**config.mk**
```make
export PLATFORM = sky130hd
export DESIGN_NAME = fht_unload_flat
export DESIGN_NICKNAME = d
export VERILOG_FILES = /design/src/rtl/fht_pkg.sv /design/src/rtl/fht_unload_if.sv /design/src/rtl/fht_line_buf.sv /design/src/rtl/fht_unload.sv /design/src/flat_wrapper.sv
export SDC_FILE = /design/constraint.sdc
export NUM_CORES = 1
export LEC_CHECK = 0
export CAP_MARGIN = 30
export CORE_ASPECT_RATIO = 1.4
export CORE_MARGIN = 1.5
export CORE_UTILIZATION = 40
export CTS_BUF_LIST = sky130_fd_sc_hd__clkbuf_4 sky130_fd_sc_hd__clkbuf_8
export CTS_CLUSTER_DIAMETER = 80
export DETAILED_ROUTE_END_ITERATION = 12
export DONT_BUFFER_PORTS = 1
export PLACE_DENSITY = 0.56
export SYNTH_ARGS = -nofsm -noshare
export SYNTH_HDL_FRONTEND = slang
export SYNTH_SLANG_ARGS = --single-unit
```
**constraint.sdc**
```tcl
create_clock -name iCLK -period 5.15 [get_ports iCLK]
set_clock_uncertainty 0.2 [all_clocks]
set_input_delay 1.03 -clock iCLK [delete_from_list [all_inputs] [get_ports iCLK]]
set_output_delay 1.03 -clock iCLK [all_outputs]
set_load 0.03 [all_outputs]
```
**src/rtl/fht_pkg.sv**
```systemverilog
// fht_pkg: shared sizes, FSM encoding and line-word type for the FHT result unloader.
// Latency: none (declarations only).
// Backpressure: none (declarations only).
package fht_pkg;

   localparam int A_BIT     = 8;
   localparam int D_BIT     = 16;
   localparam int BANK_SIZE = 1 << A_BIT;
   localparam int N_POINTS  = 4 * BANK_SIZE;
   localparam int K_BIT     = A_BIT + 2;

   typedef enum logic [1:0] {
      IDLE  = 2'd0,
      RUN   = 2'd1,
      DRAIN = 2'd2
   } state_t;

   // One bank read returns four consecutive points; lane 0 (bank 0) sits in the low bits.
   typedef logic [4*D_BIT-1:0] line_t;

   function automatic logic [D_BIT-1:0] lane_sel(input line_t line, input logic [1:0] lane);
      logic [D_BIT-1:0] v;
      case (lane)
         2'd0:    v = line[0*D_BIT +: D_BIT];
         2'd1:    v = line[1*D_BIT +: D_BIT];
         2'd2:    v = line[2*D_BIT +: D_BIT];
         default: v = line[3*D_BIT +: D_BIT];
      endcase
      return v;
   endfunction

endpackage

```
**src/rtl/fht_unload_if.sv**
```systemverilog
// fht_unload_if: control, bank-read and output-stream signals of the result unloader.
// Latency: none (wiring only).
// Backpressure: carries the oVALID/iREADY stream handshake.
interface fht_unload_if;
   import fht_pkg::*;

   logic             iRDY;
   logic             iSOURCE_DATA;
   logic             iSTART;
   logic [A_BIT-1:0] oADDR_RD;
   logic             oRD_EN;
   logic             oSEL_B;
   logic [D_BIT-1:0] iDATA_0;
   logic [D_BIT-1:0] iDATA_1;
   logic [D_BIT-1:0] iDATA_2;
   logic [D_BIT-1:0] iDATA_3;
   logic [D_BIT-1:0] oDATA;
   logic [K_BIT-1:0] oINDEX;
   logic             oVALID;
   logic             iREADY;
   logic             oLAST;
   logic             oBUSY;
   logic             oDONE;

   modport master (
      input  iRDY, iSOURCE_DATA, iSTART, iDATA_0, iDATA_1, iDATA_2, iDATA_3, iREADY,
      output oADDR_RD, oRD_EN, oSEL_B, oDATA, oINDEX, oVALID, oLAST, oBUSY, oDONE
   );

   modport slave (
      output iRDY, iSOURCE_DATA, iSTART, iDATA_0, iDATA_1, iDATA_2, iDATA_3, iREADY,
      input  oADDR_RD, oRD_EN, oSEL_B, oDATA, oINDEX, oVALID, oLAST, oBUSY, oDONE
   );

endinterface

```
**src/rtl/fht_line_buf.sv**
```systemverilog
// fht_line_buf: 2-entry FIFO of four-point lines between the bank read port and the serializer.
// Latency: a pushed line is visible at the head on the cycle after the push.
// Backpressure: pushes while full and pops while empty are ignored; flush empties it at once.
module fht_line_buf
   import fht_pkg::*;
(
   input  logic       iCLK,
   input  logic       iRESET,
   input  logic       i_push,
   input  line_t      i_push_dat,
   input  logic       i_pop,
   input  logic       i_flush,
   output line_t      o_head_dat,
   output logic       o_full,
   output logic       o_empty,
   output logic [1:0] o_count
);

   line_t      r_mem [2];
   logic       r_wr_ptr;
   logic       r_rd_ptr;
   logic [1:0] r_count;
   logic       w_push;
   logic       w_pop;

   assign o_full     = (r_count == 2'd2);
   assign o_empty    = (r_count == 2'd0);
   assign o_count    = r_count;
   assign o_head_dat = r_mem[r_rd_ptr];
   assign w_push     = i_push && !o_full;
   assign w_pop      = i_pop && !o_empty;

   // Storage write: only the slot addressed by the write pointer changes.
   always_ff @(posedge iCLK or posedge iRESET) begin
      if (iRESET) begin
         for (int i = 0; i < 2; i++) r_mem[i] <= '0;
      end else if (w_push && !i_flush) begin
         r_mem[r_wr_ptr] <= i_push_dat;
      end
   end

   // Pointers and occupancy; flush wins over a same-cycle push or pop.
   always_ff @(posedge iCLK or posedge iRESET) begin
      if (iRESET) begin
         r_wr_ptr <= 1'b0;
         r_rd_ptr <= 1'b0;
         r_count  <= 2'd0;
      end else if (i_flush) begin
         r_wr_ptr <= 1'b0;
         r_rd_ptr <= 1'b0;
         r_count  <= 2'd0;
      end else begin
         if (w_push) r_wr_ptr <= ~r_wr_ptr;
         if (w_pop)  r_rd_ptr <= ~r_rd_ptr;
         r_count <= r_count + {1'b0, w_push} - {1'b0, w_pop};
      end
   end

endmodule

```
**src/rtl/fht_unload.sv**
```systemverilog
// fht_unload: drains the final FHT bank set in natural point order onto a valid/ready stream.
// Latency: first point valid 2 cycles after oBUSY rises, then one point per cycle with iREADY high.
// Backpressure: output holds while stalled; reads stop once buffered plus in-flight lines reach 2.
module fht_unload
   import fht_pkg::*;
(
   input  logic         iCLK,
   input  logic         iRESET,
   fht_unload_if.master io_bus
);

   state_t           r_state;
   state_t           w_state_nxt;
   logic             r_rdy_q;
   logic             r_sel_b;
   logic             r_inflight;
   logic             r_done;
   logic [A_BIT-1:0] r_rd_addr;
   logic [A_BIT-1:0] r_out_addr;
   logic [1:0]       r_lane;

   logic             w_start;
   logic             w_trigger;
   logic             w_launch;
   logic             w_busy;
   logic             w_rd_en;
   logic             w_valid;
   logic             w_xfer;
   logic             w_pop;
   logic             w_last_k;
   logic             w_last_xfer;
   logic [K_BIT-1:0] w_index;
   line_t            w_line_in;
   line_t            w_head;
   logic             w_full;
   logic             w_empty;
   logic [1:0]       w_count;

   // A start pulse aborts everything, including a trigger in the same cycle.
   assign w_start     = io_bus.iSTART;
   assign w_trigger   = !r_rdy_q && io_bus.iRDY;
   assign w_launch    = (r_state == IDLE) && w_trigger && !w_start;
   assign w_line_in   = {io_bus.iDATA_3, io_bus.iDATA_2, io_bus.iDATA_1, io_bus.iDATA_0};
   assign w_valid     = !w_empty;
   assign w_xfer      = w_valid && io_bus.iREADY;
   assign w_pop       = w_xfer && (r_lane == 2'd3);
   assign w_index     = {r_out_addr, r_lane};
   assign w_last_k    = (w_index == K_BIT'(N_POINTS - 1));
   assign w_last_xfer = w_xfer && w_last_k;

   fht_line_buf u_line_buf (
      .iCLK       (iCLK),
      .iRESET     (iRESET),
      .i_push     (r_inflight),
      .i_push_dat (w_line_in),
      .i_pop      (w_pop),
      .i_flush    (w_start),
      .o_head_dat (w_head),
      .o_full     (w_full),
      .o_empty    (w_empty),
      .o_count    (w_count)
   );

   // FSM state register.
   always_ff @(posedge iCLK or posedge iRESET) begin
      if (iRESET) r_state <= IDLE;
      else        r_state <= w_state_nxt;
   end

   // FSM next state: RUN issues all reads, DRAIN waits for the final point to leave.
   always_comb begin
      w_state_nxt = r_state;
      if (w_start) begin
         w_state_nxt = IDLE;
      end else begin
         case (r_state)
            IDLE:    if (w_trigger) w_state_nxt = RUN;
            RUN:     if (w_rd_en && (r_rd_addr == A_BIT'(BANK_SIZE - 1))) w_state_nxt = DRAIN;
            DRAIN:   if (w_last_xfer) w_state_nxt = IDLE;
            default: w_state_nxt = IDLE;
         endcase
      end
   end

   // FSM outputs: a read goes out only if its line is guaranteed a buffer slot on return.
   always_comb begin
      w_busy  = (r_state != IDLE);
      w_rd_en = (r_state == RUN) && !w_start && !w_full &&
                (({1'b0, w_count} + {2'b0, r_inflight}) < 3'd2);
   end

   // Ready level history; starts high so a level already up after reset never triggers.
   always_ff @(posedge iCLK or posedge iRESET) begin
      if (iRESET) r_rdy_q <= 1'b1;
      else        r_rdy_q <= io_bus.iRDY;
   end

   // Bank-set select captured once per unload.
   always_ff @(posedge iCLK or posedge iRESET) begin
      if (iRESET)        r_sel_b <= 1'b0;
      else if (w_launch) r_sel_b <= io_bus.iSOURCE_DATA;
   end

   // Read address counter and the single-cycle in-flight read marker.
   always_ff @(posedge iCLK or posedge iRESET) begin
      if (iRESET) begin
         r_rd_addr  <= '0;
         r_inflight <= 1'b0;
      end else begin
         r_inflight <= w_rd_en;
         if (w_start || w_launch) r_rd_addr <= '0;
         else if (w_rd_en)        r_rd_addr <= r_rd_addr + 1'b1;
      end
   end

   // Serializer: lane walks 0..3 within the head line, line address advances on each pop.
   always_ff @(posedge iCLK or posedge iRESET) begin
      if (iRESET) begin
         r_lane     <= 2'd0;
         r_out_addr <= '0;
      end else if (w_start || w_launch) begin
         r_lane     <= 2'd0;
         r_out_addr <= '0;
      end else if (w_xfer) begin
         r_lane <= r_lane + 2'd1;
         if (w_pop) r_out_addr <= r_out_addr + 1'b1;
      end
   end

   // Completion pulse in the cycle after the last point is accepted.
   always_ff @(posedge iCLK or posedge iRESET) begin
      if (iRESET) r_done <= 1'b0;
      else        r_done <= w_last_xfer && !w_start;
   end

   assign io_bus.oADDR_RD = r_rd_addr;
   assign io_bus.oRD_EN   = w_rd_en;
   assign io_bus.oSEL_B   = r_sel_b;
   assign io_bus.oVALID   = w_valid;
   assign io_bus.oDATA    = w_valid ? lane_sel(w_head, r_lane) : '0;
   assign io_bus.oINDEX   = w_valid ? w_index : '0;
   assign io_bus.oLAST    = w_valid && w_last_k;
   assign io_bus.oBUSY    = w_busy;
   assign io_bus.oDONE    = r_done;

endmodule

```
**src/flat_wrapper.sv**
```systemverilog
// flat-port wrapper written by rule: the top's interface ports become plain ports
module fht_unload_flat import fht_pkg::*;
  (iCLK, iRESET, io_bus_iRDY, io_bus_iSOURCE_DATA, io_bus_iSTART, io_bus_iDATA_0, io_bus_iDATA_1, io_bus_iDATA_2, io_bus_iDATA_3, io_bus_iREADY, io_bus_oADDR_RD, io_bus_oRD_EN, io_bus_oSEL_B, io_bus_oDATA, io_bus_oINDEX, io_bus_oVALID, io_bus_oLAST, io_bus_oBUSY, io_bus_oDONE);
  fht_unload_if io_bus_i ();
  input  logic iCLK;
  input  logic iRESET;
  input wire logic [$bits(io_bus_i.iRDY)-1:0] io_bus_iRDY;
  input wire logic [$bits(io_bus_i.iSOURCE_DATA)-1:0] io_bus_iSOURCE_DATA;
  input wire logic [$bits(io_bus_i.iSTART)-1:0] io_bus_iSTART;
  input wire logic [$bits(io_bus_i.iDATA_0)-1:0] io_bus_iDATA_0;
  input wire logic [$bits(io_bus_i.iDATA_1)-1:0] io_bus_iDATA_1;
  input wire logic [$bits(io_bus_i.iDATA_2)-1:0] io_bus_iDATA_2;
  input wire logic [$bits(io_bus_i.iDATA_3)-1:0] io_bus_iDATA_3;
  input wire logic [$bits(io_bus_i.iREADY)-1:0] io_bus_iREADY;
  output wire logic [$bits(io_bus_i.oADDR_RD)-1:0] io_bus_oADDR_RD;
  output wire logic [$bits(io_bus_i.oRD_EN)-1:0] io_bus_oRD_EN;
  output wire logic [$bits(io_bus_i.oSEL_B)-1:0] io_bus_oSEL_B;
  output wire logic [$bits(io_bus_i.oDATA)-1:0] io_bus_oDATA;
  output wire logic [$bits(io_bus_i.oINDEX)-1:0] io_bus_oINDEX;
  output wire logic [$bits(io_bus_i.oVALID)-1:0] io_bus_oVALID;
  output wire logic [$bits(io_bus_i.oLAST)-1:0] io_bus_oLAST;
  output wire logic [$bits(io_bus_i.oBUSY)-1:0] io_bus_oBUSY;
  output wire logic [$bits(io_bus_i.oDONE)-1:0] io_bus_oDONE;
  assign io_bus_i.iRDY = io_bus_iRDY;
  assign io_bus_i.iSOURCE_DATA = io_bus_iSOURCE_DATA;
  assign io_bus_i.iSTART = io_bus_iSTART;
  assign io_bus_i.iDATA_0 = io_bus_iDATA_0;
  assign io_bus_i.iDATA_1 = io_bus_iDATA_1;
  assign io_bus_i.iDATA_2 = io_bus_iDATA_2;
  assign io_bus_i.iDATA_3 = io_bus_iDATA_3;
  assign io_bus_i.iREADY = io_bus_iREADY;
  assign io_bus_oADDR_RD = io_bus_i.oADDR_RD;
  assign io_bus_oRD_EN = io_bus_i.oRD_EN;
  assign io_bus_oSEL_B = io_bus_i.oSEL_B;
  assign io_bus_oDATA = io_bus_i.oDATA;
  assign io_bus_oINDEX = io_bus_i.oINDEX;
  assign io_bus_oVALID = io_bus_i.oVALID;
  assign io_bus_oLAST = io_bus_i.oLAST;
  assign io_bus_oBUSY = io_bus_i.oBUSY;
  assign io_bus_oDONE = io_bus_i.oDONE;
  fht_unload u_core (.iCLK(iCLK), .iRESET(iRESET), .io_bus(io_bus_i));
endmodule
```
==> results of run 1 <==
==> per-stage QoR <==
step / util [%] / instance area, µm²
after floorplan: - / 7222
after global placement: 42.66 / 7485
after detailed placement: 42.66 / 7485
after CTS: 45.08 / 7909
after global routing: 45.08 / 7909
final: 45.14 / 7919
==> cells by family (layout without fill, tap and decap cells) <==
group	after synthesis	after routing	synth area share, %
AOI/OAI and AO/OA	57	57	6.743
xor gates and xnor gates	15	15	1.820
adders and majority gates	9	9	1.560
buffers and inverters	43	65	3.657
DFF	156	156	54.10
muxes	149	149	22.90
other	0	4	0
and+or+nand+nor	140	140	9.222
==> flip-flops by register name, indices dropped and copies added, names as in the netlist, 2 cells and up <==
name / flops
u_core.r_out_addr: 8
u_core.u_line_buf.r_mem: 128
u_core.r_lane: 2
u_core.u_line_buf.o_count: 2
u_core.r_state: 2
u_core.io_bus.oADDR_RD: 8
==> final cells by class <==
class	instances	area, µm²
fillers	1673	9625
flip-flops and latches	156	3905
multi-input cells	370	3054
well taps	236	295.3
clock buffers	19	261.5
repair buffers	24	192.7
clock inverters	13	162.7
inverters	9	37.54
diodes	4	10.01
==> worst max-delay path by stage <==
| stage | from | to | slack [ns] | cells past startpoint |
|---|---|---|---|---|
| 6_report | u_core.r_lane[1] | io_bus_oDATA[8] | 0.97 | 6 |
| 5_1_grt | u_core.r_lane[1] | io_bus_oDATA[5] | 0.71 | 6 |
| 4_1_cts | u_core.r_lane[1] | io_bus_oDATA[8] | 0.93 | 6 |
| 3_5_place_dp | u_core.r_lane[0] | io_bus_oDATA[8] | 1.44 | 6 |
| 3_3_place_gp | u_core.r_lane[1] | io_bus_oDATA[15] | 1.45 | 5 |
| 2_1_floorplan | u_core.r_lane[0] | io_bus_oDATA[1] | 1.81 | 6 |
==> metal layers <==
| metal | vias up | global-route usage (%) |
|---|---|---|
| met5 | - | 0 |
| met4 | 0 | 6.134 |
| met3 | 19 | 6.940 |
| met2 | 117 | 31.42 |
| met1 | 2320 | 21.37 |
| li1 | 2075 | - |
==> power breakdown <==
part | internal (mW) | switching (mW)
combinational | 0.256 | 0.206
clock | 0.507 | 0.458
sequential | 1.49 | 0.147
==> layout by cell type, fill, tap and decap left out, types with 4 or more instances in the layout <==
cell type     n
dfrtp_1     155
mux2_1      104
nand2_1      62
mux2_2       25
buf_4        23
nor2_1       21
mux2i_1      20
nor3_1       20
clkbuf_8     19
a22oi_1      16
a32o_1       16
a221oi_1     16
xnor2_1      10
ha_1          9
and2_1        7
nand4_1       6
inv_1         6
nand3_1       5
xor2_1        5
diode_2       4
clkinvlp_4    4
==> impl_metrics.toml, run 1 <==
[run_status]
status = "completed"

[worst_hold_path]
min_path_type = "reg -> reg"
worstHoldPathCells = 1
whs_endpoint = "u_core.u_line_buf.r_mem[127]"
hp-start = "u_core.u_line_buf.r_mem[127]"

[clock_network]
hold_buffers = 0
ctsResizeCount = 0
post_cts_buffers = 0
root_buffer = "clkbuf_8"
clkTransAtPathRegs_ns = 0.09
cts_buffers = 17
worst_skew_pair.late_latency_ns = 0.45
cts.sinks = 156
clockBufferDepth = 2
cts_tree = "yes"
h-tree-depth = 4

[synth]
yosysSeqAreaShare_pct = 54.10
yosys.area.top_type_share_pct = 53.74
syn_area_per_cell_um2 = 12.69
yosys_warnings = 0
syn_inst = 569
synth_ff_type = "dfrtp_1"
syn_nets = 648
synth_edf_count = 0
synth.area.top_cells = "dfrtp_1 54%, mux2_1 16%, mux2_2 3.9%"
synth_cell_types = 43
yosysMostFrequentCell = "dfrtp_1"
syn_area_um2 = 7218
synth_seq_cells = 156
synth_commonest_cells = "155 x dfrtp_1, 104 x mux2_1, 62 x nand2_1, 25 x mux2_2, 22 x nor2_1"
synth_area_leader_cell = "dfrtp_1"
async_reset_ff_share_pct = 100.0

[power_and_ir_drop]
power_density_nw_per_um2 = 387.6
p_leak_nw = 3.484
total_power_mw = 3.069
ir_drop_mv = 0.1571

[timing]
fin_tns_setup_ns = 0
rsz0062_at_grt = "no"
hold_violations = 0
fin_crit_sh_pct = 81.12
holdWs_ns = 0.2874
setup_ws_ns = 0.9723
fmaxAchievable_mhz = 239.4
maxSlewViolCount = 0
period_minus_slack_ns = 4.178
finalSetupViolCount = 0
slew_headroom_pct = 35.50
worstMarginPinSlew_ns = 0.9675

[cells_and_area]
area_delta_synth_final_pct = 9.707
fin_cells = 831
drive_gt1_share_pct = 16.07
nNetsFinal = 657

[drt]
wl_um = 16330
m1WireLength_um = 6424
drt_iter0_drc = 164
viasPerCell = 5.452
via_count = 4531
dr_wl_met3_um = 1287
drcViolationCount = 0
firstDrtPassIters = 5
highest_layer = "met4"
post_drt_wl_per_cell_um = 19.65
antenna_left = 0
wl_met2_um = 8341

[global_routing]
overflow = 0
antenna_found_initial = 2
grt_pass1_wl_um = 26320
grt_usage_pct = 18.49
grt_max_degree = 157
grt_pass1_vias = 4870

[worst_setup_path]
crit_chain = "ha_1 > nor2b_2 > nand2_1 > a221oi_1 > nor3_1 > buf_4"
crit_arrival_ns = 2.95
timing.rr.start = "u_core.u_line_buf.o_count[1]"
ff2ff_setup_slack_ns = 2.77
critPathMaxStageDelay_ns = 0.88
crit_fanout = 18
critical_path_class = "reg -> out"
endpoint_kind = "primary output"
r2r_cells = 5
cp_slowest_cell = "nor2b_2"
crit_buf_inv = 1
crit_family = "simple AND/OR/NAND/NOR gates"
reg2reg_to = "u_core.u_line_buf.r_mem[59]"
cp-start-kind = "flip-flop"
cp.required_ns = 3.92

[placed_design]
port_buffers = 0
pre_cts_ws_ns = 1.442
hpwl_um = 10640
place.gp.congestion = 0.7723
dp_cells = 795

[floorplan]
fp.dieH_um = 161.9
rows = 57
io_pins = 110
die_w_um = 116.5
die_area_um2 = 18870
fp.coreArea_um2 = 17540
initial_core_util_pct = 41.14

[job]
drv_cap = 0
No activity file was read; power rests on OpenSTA's default activity.
==> run 2: changes to the inputs <==
--- a/config.mk
+++ b/config.mk
@@ -5,6 +5,7 @@
 export SDC_FILE = /design/constraint.sdc
 export NUM_CORES = 1
 export LEC_CHECK = 0
+export ABC_AREA = 1
 export CAP_MARGIN = 30
 export CORE_ASPECT_RATIO = 1.4
 export CORE_MARGIN = 1.5
==> constraint.sdc (replaced) <==
create_clock -name iCLK -period 3.4 [get_ports iCLK]
set_clock_uncertainty 0.2 [all_clocks]
set_input_delay 0.68 -clock iCLK [delete_from_list [all_inputs] [get_ports iCLK]]
set_output_delay 0.68 -clock iCLK [all_outputs]
set_load 0.03 [all_outputs]
==> run 2 against run 1 <==
Against the previous run: sequential cell count did not move; core utilization shrank 1.1 points; register-to-register slack worse by 1.4 ns; clock-buffer cell count increased by 1; first-iteration DRC count up 130%; non-clock buffer count rose by 12; worst setup slack lost 0.74 ns; combinational power is 89% higher; via count is 32% higher; final area grew 10%; synthesized area is 11% higher; critical endpoint is now io_bus_oDATA[12].
==> impl_metrics.toml, run 2 <==
[drt]
antenna_left = 0
via_count = 6001
dr_wl_met3_um = 856
drcViolationCount = 0
drt_iter0_drc = 371
wl_um = 20050
highest_layer = "met4"
firstDrtPassIters = 4
m1WireLength_um = 8558
wl_met2_um = 10330
post_drt_wl_per_cell_um = 16.56
viasPerCell = 4.955

[timing]
finalSetupViolCount = 0
fmaxAchievable_mhz = 316.0
period_minus_slack_ns = 3.164
holdWs_ns = 0.08632
rsz0062_at_grt = "no"
worstMarginPinSlew_ns = 0.8041
slew_headroom_pct = 46.40
setup_ws_ns = 0.2356
fin_crit_sh_pct = 93.07
maxSlewViolCount = 0
hold_violations = 0
fin_tns_setup_ns = 0

[cells_and_area]
final_common_cell = "nand2_1"
fin_cells = 1211
top_register = "u_core.u_line_buf.r_mem"
layout_common_cells = "320 x nand2_1, 155 x dfrtp_1, 110 x o21ai_2"
largest_register_ffs = 128
drive_gt1_share_pct = 20.15
nNetsFinal = 1026
area_delta_synth_final_pct = 8.361
fillerInstances = 1978
multi_input_area_um2 = 3327
ff_latch_area_um2 = 3905
final_area_um2 = 8708

[worst_setup_path]
r2r_cells = 9
crit_fanout = 32
critical_path_class = "reg -> out"
cp-startpoint = "u_core.r_lane[0]"
endpoint_kind = "primary output"
cp-start-kind = "flip-flop"
cp.required_ns = 2.52
timing.rr.start = "u_core.u_line_buf.o_count[1]"
crit_arrival_ns = 2.28

[floorplan]
initial_core_util_pct = 40.65
fp.coreArea_um2 = 19770
fp.dieH_um = 170.7
die_area_um2 = 20960
io_pins = 110
rows = 61
die_w_um = 122.8

[clock_network]
cts_buffers = 17
cts_tree = "yes"
worst_skew_pair.late_latency_ns = 0.45
root_buffer = "clkbuf_8"
h-tree-depth = 4
clockBufferDepth = 2
cts.sinks = 156
clkTransAtPathRegs_ns = 0.08

[synth]
yosysMostFrequentCell = "nand2_1"
synth_cell_types = 33
syn_area_um2 = 8036
synth.area.top_cells = "dfrtp_1 48%, nand2_1 15%, o21ai_2 12%"
yosysSeqAreaShare_pct = 48.59
synth_area_leader_cell = "dfrtp_1"
synth_ff_type = "dfrtp_1"
syn_area_per_cell_um2 = 8.513
synth_commonest_cells = "320 x nand2_1, 155 x dfrtp_1, 110 x o21ai_2, 96 x inv_1, 57 x nand3_1"
yosys.area.top_type_share_pct = 48.26
async_reset_ff_share_pct = 100.0
synth_seq_cells = 156
yosys_warnings = 0
synth_edf_count = 0
syn_inst = 944
syn_nets = 1023

[power_and_ir_drop]
p_leak_nw = 4.271
ir_drop_mv = 0.2246
power_density_nw_per_um2 = 556.5

[placed_design]
dp_cells = 1178
placed_area_um2 = 8255
pre_cts_ws_ns = 0.7017
place.gp.congestion = 0.8182
port_buffers = 0
hpwl_um = 14640

[global_routing]
grt_usage_pct = 20.17
grt_max_degree = 61
antenna_found_initial = 1
grt_pass1_vias = 5784
overflow = 0
grt_pass1_wl_um = 32020

[worst_hold_path]
worstHoldPathCells = 1
min_path_type = "in -> reg"
hp-start = "io_bus_iSTART"

[run_status]
status = "completed"

[job]
drv_cap = 0
run 2: changes by cell type after synthesis, sizes merged, moves of 50 or more:
cell	change
a21oi	+50
inv	+90
mux2	-129
nand2	+264
nand3	+54
o21ai	+130
run 2: critical path, stage by stage, from the launching register on:
cell and delay [ns]:
dfrtp_1 0.42, inv_1 0.16, ha_1 0.17, buf_4 0.33, a21oi_1 0.12, nand3_1 0.11, nand2_1 0.13, a21oi_1 0.22
buf_4 0.20
run 2: final timing paths:
kind | end | slack, ns
max | io_bus_oDATA[12] | 0.24
max reg2reg | u_core.u_line_buf.o_count[1] | 1.36
max in group asynchronous | u_core.u_line_buf.r_mem[41] | 1.77
min reg2reg | u_core.u_line_buf.r_mem[50] | 0.29
min in group asynchronous | u_core.u_line_buf.r_mem[66] | 0.40
min | u_core.io_bus.oDONE | 0.09
run 2: routing by layer:
layer | GRT usage, % | vias to the layer above
met3 | 4.400 | 15
met4 | 6.522 | 0
met2 | 34.30 | 133
li1 | - | 3016
met5 | 0 | -
met1 | 25.28 | 2837
run 2: timing repair:
item	CTS	global route
gates resized for setup	0	0
hold endpoints to repair	65	0
buffers inserted	0	0
hold buffers	2	0
run 2: final cells by class:
cell class | count | area share (%)
Inverter | 99 | 4.339
Timing Repair Buffer | 36 | 4.023
Sequential cell | 156 | 44.84
Multi-Input combinational cell | 637 | 38.20
Clock inverter | 10 | 1.925
Antenna cell | 1 | 0.02874
Tap cell | 252 | 3.621
Clock buffer | 20 | 3.017
run 2: where the power goes:
part | internal, mW | total [mW] | switching (mW)
sequential | 2.22 | 2.46 | 0.245
combinational | 0.350 | 0.871 | 0.521
clock | 0.831 | 1.51 | 0.683
run 2: metrics by stage:
step / utilization, % / total power, mW
after floorplan: - / 3.114
after global placement: 41.66 / 3.359
after detailed placement: 41.76 / 3.372
after CTS: 44.04 / 4.897
after global routing: 44.05 / 5.116
final: 44.05 / 4.846
run 2: cell families after synthesis:
group | count (synthesis) | share of synthesized area, %
simple gates | 437 | 22.64
compound gates | 187 | 16.86
flops | 156 | 48.59
buf+inv | 151 | 10.07
fa+ha+maj | 9 | 1.401
xor+xnor | 4 | 0.4360
==> run 3: changes to the inputs <==
--- a/config.mk
+++ b/config.mk
@@ -14,6 +14,7 @@
 export CTS_CLUSTER_DIAMETER = 80
 export DETAILED_ROUTE_END_ITERATION = 12
 export DONT_BUFFER_PORTS = 1
+export HOLD_SLACK_MARGIN = 0.12
 export PLACE_DENSITY = 0.56
 export SYNTH_ARGS = -nofsm -noshare
 export SYNTH_HDL_FRONTEND = slang
==> constraint.sdc (replaced) <==
create_clock -name iCLK -period 2.55 [get_ports iCLK]
set_clock_uncertainty 0.2 [all_clocks]
set_input_delay 0.51 -clock iCLK [delete_from_list [all_inputs] [get_ports iCLK]]
set_output_delay 0.51 -clock iCLK [all_outputs]
set_load 0.03 [all_outputs]
==> run 3 against run 2 <==
Against the previous run: largest cell class unchanged; core utilization grew 5.3 points; clock power is 16% higher; clock-buffer cell count is 1 higher; power is 32% higher; critical endpoint is now io_bus_oDATA[7]; sequential cell count unchanged; the flow now finishes with violations (negative setup slack).
==> impl_metrics.toml, run 3 (synthesis gave the netlist of run 2 again) <==
[floorplan]
fp.dieH_um = 170.7
rows = 61
initial_core_util_pct = 40.65
io_pins = 110
fp.coreArea_um2 = 19770
die_w_um = 122.8
die_area_um2 = 20960

[clock_network]
root_buffer = "clkbuf_8"
cts.sinks = 156
worst_skew_pair.late_latency_ns = 0.45
clkTransAtPathRegs_ns = 0.08
cts_buffers = 17
cts_tree = "yes"
clockBufferDepth = 2
h-tree-depth = 4

[drt]
via_count = 6490
drcViolationCount = 0
antenna_left = 0
highest_layer = "met4"
wl_um = 21550
drt_iter0_drc = 373
firstDrtPassIters = 5
viasPerCell = 5.027
m1WireLength_um = 8977
wl_met2_um = 11160
dr_wl_met3_um = 895
post_drt_wl_per_cell_um = 16.69

[worst_setup_path]
cp-startpoint = "u_core.r_lane[0]"
crit_chain = "inv_2 > ha_4 > buf_16 > nand2_1 > nand3_1 > nand2_2 > a21oi_1 > buf_4"
timing.rr.start = "u_core.u_line_buf.o_count[1]"
crit_fanout = 16
cp.required_ns = 1.84
critPathMaxStageDelay_ns = 0.41
critical_path_class = "reg -> out"
cp-start-kind = "flip-flop"
crit_buf_inv = 3
endpoint_kind = "primary output"
cp_slowest_cell = "dfrtp_1"
crit_arrival_ns = 1.95
crit_family = "buffers and inverters"

[cells_and_area]
largest_register_ffs = 128
layout_common_cells = "305 x nand2_1, 154 x dfrtp_1, 110 x o21ai_2"
drive_gt1_share_pct = 24.08
final_common_cell = "nand2_1"
fillerInstances = 1925
area_delta_synth_final_pct = 21.31
nNetsFinal = 1105
top_register = "u_core.u_line_buf.r_mem"

[worst_hold_path]
hp-start = "io_bus_iDATA_0[14]"
min_path_type = "in -> reg"

[placed_design]
place.gp.congestion = 0.8021
pre_cts_ws_ns = 0.1406
hpwl_um = 14650
port_buffers = 0

[job]
drv_cap = 0

[global_routing]
grt_max_degree = 93
antenna_found_initial = 1
overflow = 0
grt_pass1_vias = 6299
grt_usage_pct = 21.64
grt_pass1_wl_um = 34620

[run_status]
failed_checks = "negative setup slack"
status = "complete, but fails checks"

[power_and_ir_drop]
p_sw_share_pct = 31.77
switchingPower_mw = 2.036
p_int_mw = 4.374
seqPwrFrac_pct = 51.3
p_clk_share_pct = 27.3
power_density_nw_per_um2 = 657.5
p_leak_nw = 4.638
combPwrFrac_pct = 21.4
ir_drop_mv = 0.3924

[timing]
period_minus_slack_ns = 2.655
slew_headroom_pct = 58.13
maxSlewViolCount = 0
fin_crit_sh_pct = 104.1
rsz0062_at_grt = "yes"
worstMarginPinSlew_ns = 0.6257
fmaxAchievable_mhz = 376.6
setup_ws_ns = -0.1051
finalSetupViolCount = 16
holdWs_ns = 0.1538
hold_violations = 0
==> run 3: timing repair <==
item	CTS	global route
buffers inserted	6	0
resized for setup	43	27
cloned	3	0
setup endpoints to repair	19	17
pin swaps	2	1
hold endpoints to repair	292	0
hold buffers	68	0
==> run 3: final timing paths <==
check	to	slack, ns	depth (start not counted)
setup / recovery	io_bus_oDATA[7]	-0.11	8
max in group asynchronous	u_core.r_rdy_q	1.20	3
setup reg to reg	u_core.u_line_buf.o_count[1]	0.47	9
min in group asynchronous	u_core.u_line_buf.r_mem[66]	0.31	2
hold reg to reg	u_core.u_line_buf.r_mem[56]	0.29	2
hold / removal	u_core.u_line_buf.r_mem[14]	0.15	2
==> run 3: final cells by class <==
| class | count | area (µm²) | share of cell area [%] |
|---|---|---|---|
| Clock buffer | 21 | 270.3 | 2.772 |
| Tap cell | 252 | 315.3 | 3.234 |
| Timing Repair Buffer | 115 | 1262 | 12.95 |
| Clock inverter | 10 | 93.84 | 0.9625 |
| Multi-Input combinational cell | 637 | 3515 | 36.05 |
| Antenna cell | 1 | 2.502 | 0.02567 |
| Sequential cell | 156 | 3906 | 40.07 |
| Inverter | 99 | 384.1 | 3.940 |
==> run 3: stage by stage <==
| step | power [mW] | area [µm²] | utilization, % | cells | setup TNS, ns |
|---|---|---|---|---|---|
| 2_1_floorplan | 4.152 | 8040 | - | 944 | -20.47 |
| 3_3_place_gp | 4.478 | 8310 | 42.04 | 1182 | 0 |
| 3_5_place_dp | 4.504 | 8310 | 42.04 | 1182 | 0 |
| 4_1_cts | 6.425 | 9647 | 48.80 | 1290 | -1.573 |
| 5_1_grt | 6.785 | 9749 | 49.32 | 1291 | -2.967 |
| 6_report | 6.410 | 9749 | 49.32 | 1291 | -1.009 |
==> run 3: worst reg2reg max path, stage by stage, from the launching register on <==
cell,delay (ns)
dfrtp_1,0.45
inv_2,0.09
nand2_4,0.28
nand2_4,0.14
nor2_8,0.18
ha_1,0.25
inv_1,0.05
ha_1,0.14
xor2_1,0.14
nor2_1,0.05
==> run 3: routing by layer <==
layer / vias up / GRT usage [%]
met5: - / 0
met2: 155 / 36.43
li1: 3176 / -
met1: 3135 / 27.07
met4: 0 / 7.735
met3: 24 / 4.833
==> run 3: power groups by stage <==
stage	sequential (mW)	combinational, mW	clock, mW
floorplan	3.20	0.952	0
global placement	3.33	1.15	0
detailed placement	3.32	1.18	0
CTS	3.28	1.34	1.80
global route	3.34	1.54	1.90
finish	3.29	1.37	1.75
